[src/rtl/exe_stage_pipe.sv]
// exe_stage_pipe: registered execute stage (ALU + EX/MEM pipeline register).
// Optional iterative unsigned multiply/divide unit with HI/LO and a stall
// handshake is built when the macro EXE_MDU_EN is defined.
module exe_stage_pipe #(
  parameter int unsigned WIDTH = 32,
  parameter int unsigned SH_W  = $clog2(WIDTH),
  parameter int unsigned RN_W  = 5
) (
  input  logic             clk,
  input  logic             rst,
  input  logic             in_valid,
  input  logic [3:0]       ealuc,
  input  logic             ealuimm,
  input  logic             eshift,
  input  logic [WIDTH-1:0] ea,
  input  logic [WIDTH-1:0] eb,
  input  logic [WIDTH-1:0] eimm,
  input  logic             em2reg,
  input  logic             ewmem,
  input  logic             ewreg,
  input  logic [RN_W-1:0]  ern,
  output logic             stall,
  output logic             busy,
  output logic             m_valid,
  output logic             mm2reg,
  output logic             mwmem,
  output logic             mwreg,
  output logic [RN_W-1:0]  mrn,
  output logic [WIDTH-1:0] malu,
  output logic [WIDTH-1:0] mb,
  output logic             mz
);

  localparam logic [3:0] OP_ADD = 4'd0;
  localparam logic [3:0] OP_SUB = 4'd1;
  localparam logic [3:0] OP_AND = 4'd2;
  localparam logic [3:0] OP_OR  = 4'd3;
  localparam logic [3:0] OP_XOR = 4'd4;
  localparam logic [3:0] OP_SLL = 4'd5;
  localparam logic [3:0] OP_SRL = 4'd6;
  localparam logic [3:0] OP_SRA = 4'd7;

  logic [WIDTH-1:0] w_a;
  logic [WIDTH-1:0] w_b;
  logic [WIDTH-1:0] w_res;
  logic             w_accept;
  logic             w_nop;
  logic             w_no_wb;

`ifdef EXE_MDU_EN
  localparam logic [3:0]  OP_MULTU = 4'd8;
  localparam logic [3:0]  OP_DIVU  = 4'd9;
  localparam logic [3:0]  OP_MFHI  = 4'd10;
  localparam logic [3:0]  OP_MFLO  = 4'd11;
  localparam logic        ST_IDLE  = 1'b0;
  localparam logic        ST_BUSY  = 1'b1;
  localparam int unsigned CNT_W    = SH_W + 1;

  logic             r_state, w_state_nxt;
  logic [CNT_W-1:0] r_cnt, w_cnt_nxt;
  logic             r_div, w_div_nxt;
  logic [WIDTH-1:0] r_opb, w_opb_nxt;
  logic [WIDTH-1:0] r_acc_hi, w_acc_hi_nxt;
  logic [WIDTH-1:0] r_acc_lo, w_acc_lo_nxt;
  logic [WIDTH-1:0] r_hi, w_hi_nxt;
  logic [WIDTH-1:0] r_lo, w_lo_nxt;
  logic [WIDTH-1:0] w_step_hi;
  logic [WIDTH-1:0] w_step_lo;
  logic [WIDTH:0]   w_sum;
  logic [WIDTH:0]   w_shl;
  logic [WIDTH:0]   w_diff;
  logic             w_mdu_op;
  logic             w_issue;

  assign w_mdu_op = in_valid & (ealuc[3:2] == 2'b10);
  assign busy     = (r_state == ST_BUSY);
  assign stall    = busy & w_mdu_op;
  assign w_nop    = (ealuc[3:2] == 2'b11);
  assign w_no_wb  = (ealuc == OP_MULTU) | (ealuc == OP_DIVU);
  assign w_issue  = w_accept & w_no_wb;

  // One iteration: shift-add for multiply, restoring subtract for divide.
  // A zero divisor never fails the subtract, so LO ends all ones and HI
  // ends holding the dividend without any special casing.
  always_comb begin
    w_sum  = {1'b0, r_acc_hi} + (r_acc_lo[0] ? {1'b0, r_opb} : '0);
    w_shl  = {r_acc_hi, r_acc_lo[WIDTH-1]};
    w_diff = w_shl - {1'b0, r_opb};
    if (r_div) begin
      if (!w_diff[WIDTH]) begin
        w_step_hi = w_diff[WIDTH-1:0];
        w_step_lo = {r_acc_lo[WIDTH-2:0], 1'b1};
      end else begin
        w_step_hi = w_shl[WIDTH-1:0];
        w_step_lo = {r_acc_lo[WIDTH-2:0], 1'b0};
      end
    end else begin
      w_step_hi = w_sum[WIDTH:1];
      w_step_lo = {w_sum[0], r_acc_lo[WIDTH-1:1]};
    end
  end

  // MDU next state: issue loads operands, BUSY iterates until the counter hits 1.
  always_comb begin
    w_state_nxt  = r_state;
    w_cnt_nxt    = r_cnt;
    w_div_nxt    = r_div;
    w_opb_nxt    = r_opb;
    w_acc_hi_nxt = r_acc_hi;
    w_acc_lo_nxt = r_acc_lo;
    w_hi_nxt     = r_hi;
    w_lo_nxt     = r_lo;
    case (r_state)
      ST_IDLE: begin
        if (w_issue) begin
          w_state_nxt  = ST_BUSY;
          w_cnt_nxt    = CNT_W'(WIDTH);
          w_div_nxt    = (ealuc == OP_DIVU);
          w_opb_nxt    = eb;
          w_acc_hi_nxt = '0;
          w_acc_lo_nxt = ea;
        end
      end
      default: begin
        w_acc_hi_nxt = w_step_hi;
        w_acc_lo_nxt = w_step_lo;
        w_cnt_nxt    = r_cnt - CNT_W'(1);
        if (r_cnt == CNT_W'(1)) begin
          w_hi_nxt    = w_step_hi;
          w_lo_nxt    = w_step_lo;
          w_state_nxt = ST_IDLE;
        end
      end
    endcase
  end

  // MDU state register; reset aborts any operation in flight.
  always_ff @(posedge clk) begin
    if (rst) begin
      r_state  <= ST_IDLE;
      r_cnt    <= '0;
      r_div    <= 1'b0;
      r_opb    <= '0;
      r_acc_hi <= '0;
      r_acc_lo <= '0;
      r_hi     <= '0;
      r_lo     <= '0;
    end else begin
      r_state  <= w_state_nxt;
      r_cnt    <= w_cnt_nxt;
      r_div    <= w_div_nxt;
      r_opb    <= w_opb_nxt;
      r_acc_hi <= w_acc_hi_nxt;
      r_acc_lo <= w_acc_lo_nxt;
      r_hi     <= w_hi_nxt;
      r_lo     <= w_lo_nxt;
    end
  end
`else
  assign stall   = 1'b0;
  assign busy    = 1'b0;
  assign w_nop   = ealuc[3];
  assign w_no_wb = 1'b0;
`endif

  assign w_accept = in_valid & ~stall;
  assign w_a      = eshift  ? WIDTH'(eimm[5 +: SH_W]) : ea;
  assign w_b      = ealuimm ? eimm : eb;

  // Single-cycle ALU result (and HI/LO moves when the MDU is present).
  always_comb begin
    w_res = '0;
    case (ealuc)
      OP_ADD:  w_res = w_a + w_b;
      OP_SUB:  w_res = w_a - w_b;
      OP_AND:  w_res = w_a & w_b;
      OP_OR:   w_res = w_a | w_b;
      OP_XOR:  w_res = w_a ^ w_b;
      OP_SLL:  w_res = w_b << w_a[SH_W-1:0];
      OP_SRL:  w_res = w_b >> w_a[SH_W-1:0];
      OP_SRA:  w_res = WIDTH'($signed(w_b) >>> w_a[SH_W-1:0]);
`ifdef EXE_MDU_EN
      OP_MFHI: w_res = r_hi;
      OP_MFLO: w_res = r_lo;
`endif
      default: w_res = '0;
    endcase
  end

  // EX/MEM register: load accepted instructions, otherwise insert a bubble.
  always_ff @(posedge clk) begin
    if (rst) begin
      m_valid <= 1'b0;
      mm2reg  <= 1'b0;
      mwmem   <= 1'b0;
      mwreg   <= 1'b0;
      mrn     <= '0;
      malu    <= '0;
      mb      <= '0;
      mz      <= 1'b0;
    end else if (w_accept && !w_nop) begin
      m_valid <= 1'b1;
      mm2reg  <= em2reg;
      mwmem   <= ewmem & ~w_no_wb;
      mwreg   <= ewreg & ~w_no_wb;
      mrn     <= ern;
      malu    <= w_res;
      mb      <= eb;
      mz      <= (w_res == '0);
    end else begin
      m_valid <= 1'b0;
      mm2reg  <= 1'b0;
      mwmem   <= 1'b0;
      mwreg   <= 1'b0;
    end
  end

endmodule

[config.mk]
export PLATFORM = sky130hd
export DESIGN_NAME = exe_stage_pipe
export DESIGN_NICKNAME = d
export VERILOG_FILES = /design/src/rtl/exe_stage_pipe.sv
export SDC_FILE = /design/constraint.sdc
export NUM_CORES = 1
export LEC_CHECK = 0
export CORE_MARGIN = 4
export CORE_UTILIZATION = 35
export DETAILED_ROUTE_END_ITERATION = 6
export SLEW_MARGIN = 20
export SYNTH_ARGS = -nofsm -noshare
export SYNTH_HDL_FRONTEND = slang
export SYNTH_SLANG_ARGS = --single-unit
[constraint.sdc]
create_clock -name clk -period 9.6 [get_ports clk]
set_input_delay 1.92 -clock clk [delete_from_list [all_inputs] [get_ports clk]]
set_output_delay 1.92 -clock clk [all_outputs]
set_load 0.01 [all_outputs]
After elaboration in Yosys (flattened, before gate mapping)
Index checks and enable logic that the tools add are counted.
{"block": "classes", "mux": 4, "n_shift": 3, "bitwise_logic": 4, "n_eq_ne": 7, "addsub": 2, "reduce_logical": 5}
{"op": "$pmux W32 S8", "count": 1}
{"op": "$mux W32", "count": 2}
{"op": "$add A32 B32 Y32", "count": 1}
{"op": "$and A32 B32 Y32", "count": 1}
{"op": "$logic_not A32 Y1", "count": 1}
{"op": "$or A32 B32 Y32", "count": 1}
{"op": "$shl A32 B5 Y32", "count": 1}
{"op": "$shr A32 B5 Y32", "count": 1}
{"op": "$sshr A32 B5 Y32", "count": 1}
{"op": "$sub A32 B32 Y32", "count": 1}
{"op": "$xor A32 B32 Y32", "count": 1}
{"op": "$eq A4 B3 Y1 const B", "count": 4}
{"op": "$eq A4 B2 Y1 const B", "count": 2}
{"op": "$eq A4 B1 Y1 const B", "count": 1}
{"op": "$logic_not A4 Y1", "count": 1}
{"op": "$reduce_or A2 Y1", "count": 1}
{"op": "$logic_and A1 B1 Y1", "count": 1}
{"op": "$logic_not A1 Y1", "count": 1}
{"op": "$mux W1", "count": 1}
{"op": "$not A1 Y1", "count": 1}
{"block": "word_totals", "input_bits": 113, "out_inout_bits": 76, "regBits": 74}

Longest topological paths before layout
Gate-level depths: netlist of run 1.
{"block": "logic_depth", "word_depth": 4, "ltp_mapped": 24}

Worst setup path after synthesis of run 1
OpenSTA, ideal clock, no wires.
{"block": "synth_path", "path_kind": "input port to flip-flop", "start": "input ealuc[1]", "end": "register mz", "path_slack_ns": 3.218, "arrival_ns": 6.323, "setup_time_ns": 0.060, "cell_stages": 20, "path_cell_list": "clkbuf_1 nor3_1 clkbuf_1 buf_1 nand2_1 clkbuf_1 nor2_1 a21oi_1 fa_1 a211oi_1 o21ai_0 o2111ai_1 o21ai_1 a21oi_1 o21ba_2 mux2i_1 nand3_1 nor4_1 and4_1 a41o_1"}
{"block": "synth_between", "elab_chain_len": 3, "word_cells_on_any_way": 10}
{"item": "start: declaration", "line_no": "12", "source": "input logic [3:0] ealuc,"}
{"item": "$eq A4 B3 Y1, or another cell as far along", "line_no": "173", "source": "case (ealuc)"}
{"item": "$pmux W32 S8 *", "line_no": "173"}
{"item": "$logic_not A32 Y1 *", "line_no": "209", "source": "mz <= (w_res == '0);"}
{"item": "end signal: assignment", "line_no": "209"}
{"item": "end: declaration", "line_no": "31", "source": "output logic mz"}
Every way passes the cells marked *; elsewhere a longest branch is shown, timed or not.
A chain may end at the register's enable or synchronous reset.

Worst setup path in the final report of run 1
{"block": "layout_path", "start": "input ealuimm", "end": "register mz"}
{"block": "layout_between", "elab_chain_len": 4, "word_cells_on_any_way": 11}
{"item": "start: declaration", "line_no": "13", "source": "input logic ealuimm,"}
{"item": "$mux W32 *", "line_no": "168", "source": "assign w_b = ealuimm ? eimm : eb;"}
{"item": "$sub A32 B32 Y32, or another cell as far along", "line_no": "175", "source": "OP_SUB: w_res = w_a - w_b;"}
{"item": "$pmux W32 S8 *", "line_no": "173"}
{"item": "$logic_not A32 Y1 *", "line_no": "209"}
Marks and branches as above.

==> results.sh, run 1 <==
export IMPL_p_clk_frac=0.212
export IMPL_yosysMostFrequentCell="nand2_1"
export IMPL_synth_top_area_cell="dfxtp_1"
export IMPL_seq_power_share=0.206
export IMPL_firstDrtPassIters=6
export IMPL_nets=1978
export IMPL_fin_skew_ns=0
export IMPL_syn_area_mm2=0.0119
export IMPL_status="finished, final reports clean"
export IMPL_ant_nets=0
export IMPL_finalSetupTns_ns=0
export IMPL_setup_viol=0
export IMPL_power_density_mw_per_mm2=112
export IMPL_die_area_mm2=0.0371
export IMPL_critical_path_top_delay_family="simple AND/OR/NAND/NOR gates"
export IMPL_synth_edf_count=0
export IMPL_grt_max_degree=84
export IMPL_wirelength_um=70000
export IMPL_placedCellCount=2205
export IMPL_worstSkewPairLatency_ns=0.36
export IMPL_ys_ff_latch=74
export IMPL_port_buffers=186
export IMPL_syn_inst=1643
export IMPL_regArea_mm2=0.00148
export IMPL_routed_via_density=6.43
export IMPL_switching_share=0.488
export IMPL_arrival_ns=8.83
export IMPL_critPathKind="input port to register"
export IMPL_start_kind="input port"
export IMPL_fillCellCount=3522
export IMPL_gr_total_overflow=0
export IMPL_dp_hpwl_um=55200
export IMPL_drv_slew=0
export IMPL_antenna_cells=0
export IMPL_cp_slowest_cell="nor4_1"
export IMPL_hold_violations=0
export IMPL_fin_crit_sh=0.885
export IMPL_synthFlopType="dfxtp_1"
export IMPL_critical_path_max_stage_delay_ns=0.81
export IMPL_avgSynthCellArea_um2=7.25
export IMPL_critPathCaptureType="register"
export IMPL_cp_common_cell="nor4_1"
export IMPL_rows=67
export IMPL_dieHeight_um=193
export IMPL_routabilityCongestion=1.09
export IMPL_antenna_found_initial=1
export IMPL_h_tree_depth=3
export IMPL_grt_pass1_vias=13700
export IMPL_synth_seq_area_share=0.124
export IMPL_tritoncts_num_buffers=9
export IMPL_yosys_top_cells_area="dfxtp_1, ha_1, mux2i_1, nand2_1, a21oi_1"
export IMPL_peakVddDrop_v=0.0000913
export IMPL_cts_resized=0
export IMPL_synth_top_area_share=0.124
export IMPL_drive_gt1_frac=0.0846
export IMPL_p_leak_nw=5.64
export IMPL_timing_fmax_mhz=118
export IMPL_die_w_um=193
export IMPL_async_reset_ff_frac=0
export IMPL_cell_internal_pwr_w=0.000828
export IMPL_drcViolationCount=0
export IMPL_finalCriticalPeriod_ns=8.50
export IMPL_layout_cells_non_filler=2221
export IMPL_cts_root_buf="clkbuf_16"
export IMPL_cp_max_fo=42
export IMPL_io_pin_count=189
export IMPL_cts_sinks=74
export IMPL_cts_clk_slew_worst_paths_ns=0.09
export IMPL_slew_headroom=0.192
export IMPL_start_util=0.355
export IMPL_grt_usage=0.367
export IMPL_grt_setup_unrepaired="no"
export IMPL_crit_chain="buf_4, mux2i_2, inv_1, nor3_1, nand2_1, or4_1, nor4_1, nand2_1, o21ai_0, xnor2_1, ha_1, nor3b_1, a2111oi_2, nand4_1, nor4_1, nand3_1, nor4_1, and4_1, a41o_1"
export IMPL_post_cts_buffers=0
export IMPL_grt_pass1_wl_um=98300
export IMPL_worst_slew_pin_slew_ns=1.20
export IMPL_hold_buffers=0
export IMPL_cts_max_path_buffers=2
export IMPL_min_path_type="register to register"
export IMPL_maxCapViolations=0
export IMPL_vias=14300
export IMPL_synth_distinct_cells=95
export IMPL_multiInputGateArea_mm2=0.00965
export IMPL_drt_first_iter_violations=1856
export IMPL_cts_tree="yes"
export IMPL_power_switching_w=0.000788
export IMPL_core_mm2=0.0335
export IMPL_combPwrFrac=0.582
export IMPL_synthTopCellsByCount="nand2_1, nor2_1, a21oi_1, ha_1"
export IMPL_wl_per_cell_um=31.5
export IMPL_required_ns=9.93
export IMPL_crit_buf_inv=2
export IMPL_yosysWarnings=0
export IMPL_syn2layout_area_growth_pct=21.1
-- registers in the layout (all words and copies together), names as in the netlist --
| name | count |
|---|---|
| mz | 1 |
| mrn | 5 |
| mwreg | 1 |
| mm2reg | 1 |
| malu | 32 |
| mb | 32 |
| m_valid | 1 |
| mwmem | 1 |
-- worst register-to-register path, delay by kind of cell, from the launching register on --
family / cells / cell delay [ns]
AO/OA/AOI/OAI: 1 / 0.24
flip-flops: 1 / 0.32
AND/OR/NAND/NOR: 1 / 0.14
-- cell type report --
class | instances | area share
clock inverter | 7 | 0.00408
clock buffer | 9 | 0.0156
multi-input combinational | 1379 | 0.669
tap | 448 | 0.0388
timing repair buffer | 228 | 0.150
sequential | 74 | 0.103
inverter | 76 | 0.0198
-- logic make-up after synthesis --
| group | count (synthesis) | share of synthesized area |
|---|---|---|
| fa+ha+maj | 97 | 0.102 |
| buf+inv | 191 | 0.0714 |
| other cells | 1 | 0.000315 |
| compound gates | 533 | 0.302 |
| mux | 130 | 0.142 |
| flops | 74 | 0.124 |
| simple gates | 566 | 0.220 |
| xor+xnor | 51 | 0.0375 |
-- layout by cell type, fill, tap and decap left out, drive strengths merged, types with 38 or more instances in the layout --
master	Yosys	routed
a211oi	47	47
nand2	194	194
o22ai	38	38
clkdlybuf4s50	0	183
buf	44	45
nor2	169	169
ha	96	96
a21oi	130	130
mux2i	116	116
o21ai	85	85
inv	76	80
xnor2	46	46
nand2b	41	41
dfxtp	74	74
nand3	40	40
nor3	39	39
-- per-stage QoR --
stage / hold WS, ns / worst slack, ns / utilization / total power (W) / area (um2)
after CTS: 0.455 / 1.40 / 0.430 / 0.00160 / 14400
after detailed placement: 0.446 / 1.03 / 0.422 / 0.00125 / 14100
after global placement: 0.442 / 0.119 / 0.422 / 0.00125 / 14100
final: 0.451 / 1.10 / 0.430 / 0.00162 / 14400
after global routing: 0.469 / 0.852 / 0.430 / 0.00168 / 14400
after floorplan: 0.481 / 3.22 / - / 0.000873 / 11900
-- per-layer routing --
layer | global-route usage | vias up | share of wire
li1 | - | 6365 | -
met1 | 0.469 | 6812 | 0.41
met2 | 0.573 | 886 | 0.44
met3 | 0.0548 | 220 | 0.076
met4 | 0.241 | 2 | 0.079
met5 | 0 | - | 0.00014
-- worst paths after layout --
| path | start | to | slack [ns] | depth (start not counted) |
|---|---|---|---|---|
| hold reg to reg | mrn[2] | mrn[2] | 0.45 | 2 |
| hold / removal | mrn[2] | mrn[2] | 0.45 | 2 |
| setup / recovery | ealuimm | mz | 1.10 | 19 |
| setup reg to reg | mz | mz | 8.80 | 2 |
-- power groups by stage --
| stage | Clock, W | Sequential, W | Combinational (W) |
|---|---|---|---|
| finish | 0.000343 | 0.000332 | 0.000941 |
| global route | 0.000361 | 0.000334 | 0.000985 |
| CTS | 0.000353 | 0.000332 | 0.000914 |
| detailed placement | 0 | 0.000339 | 0.000910 |
| global placement | 0 | 0.000339 | 0.000911 |
| floorplan | 0 | 0.000346 | 0.000526 |
(Power assumes the default switching activity.)
==> inputs of run 2 (changes only) <==
--- a/config.mk
+++ b/config.mk
@@ -7,6 +7,7 @@
 export LEC_CHECK = 0
 export CORE_MARGIN = 4
 export CORE_UTILIZATION = 35
+export CTS_CLUSTER_SIZE = 25
 export DETAILED_ROUTE_END_ITERATION = 6
 export SLEW_MARGIN = 20
 export SYNTH_ARGS = -nofsm -noshare
==> results of run 2 <==
Final layout, timing and power as in run 1 (identical DEF).
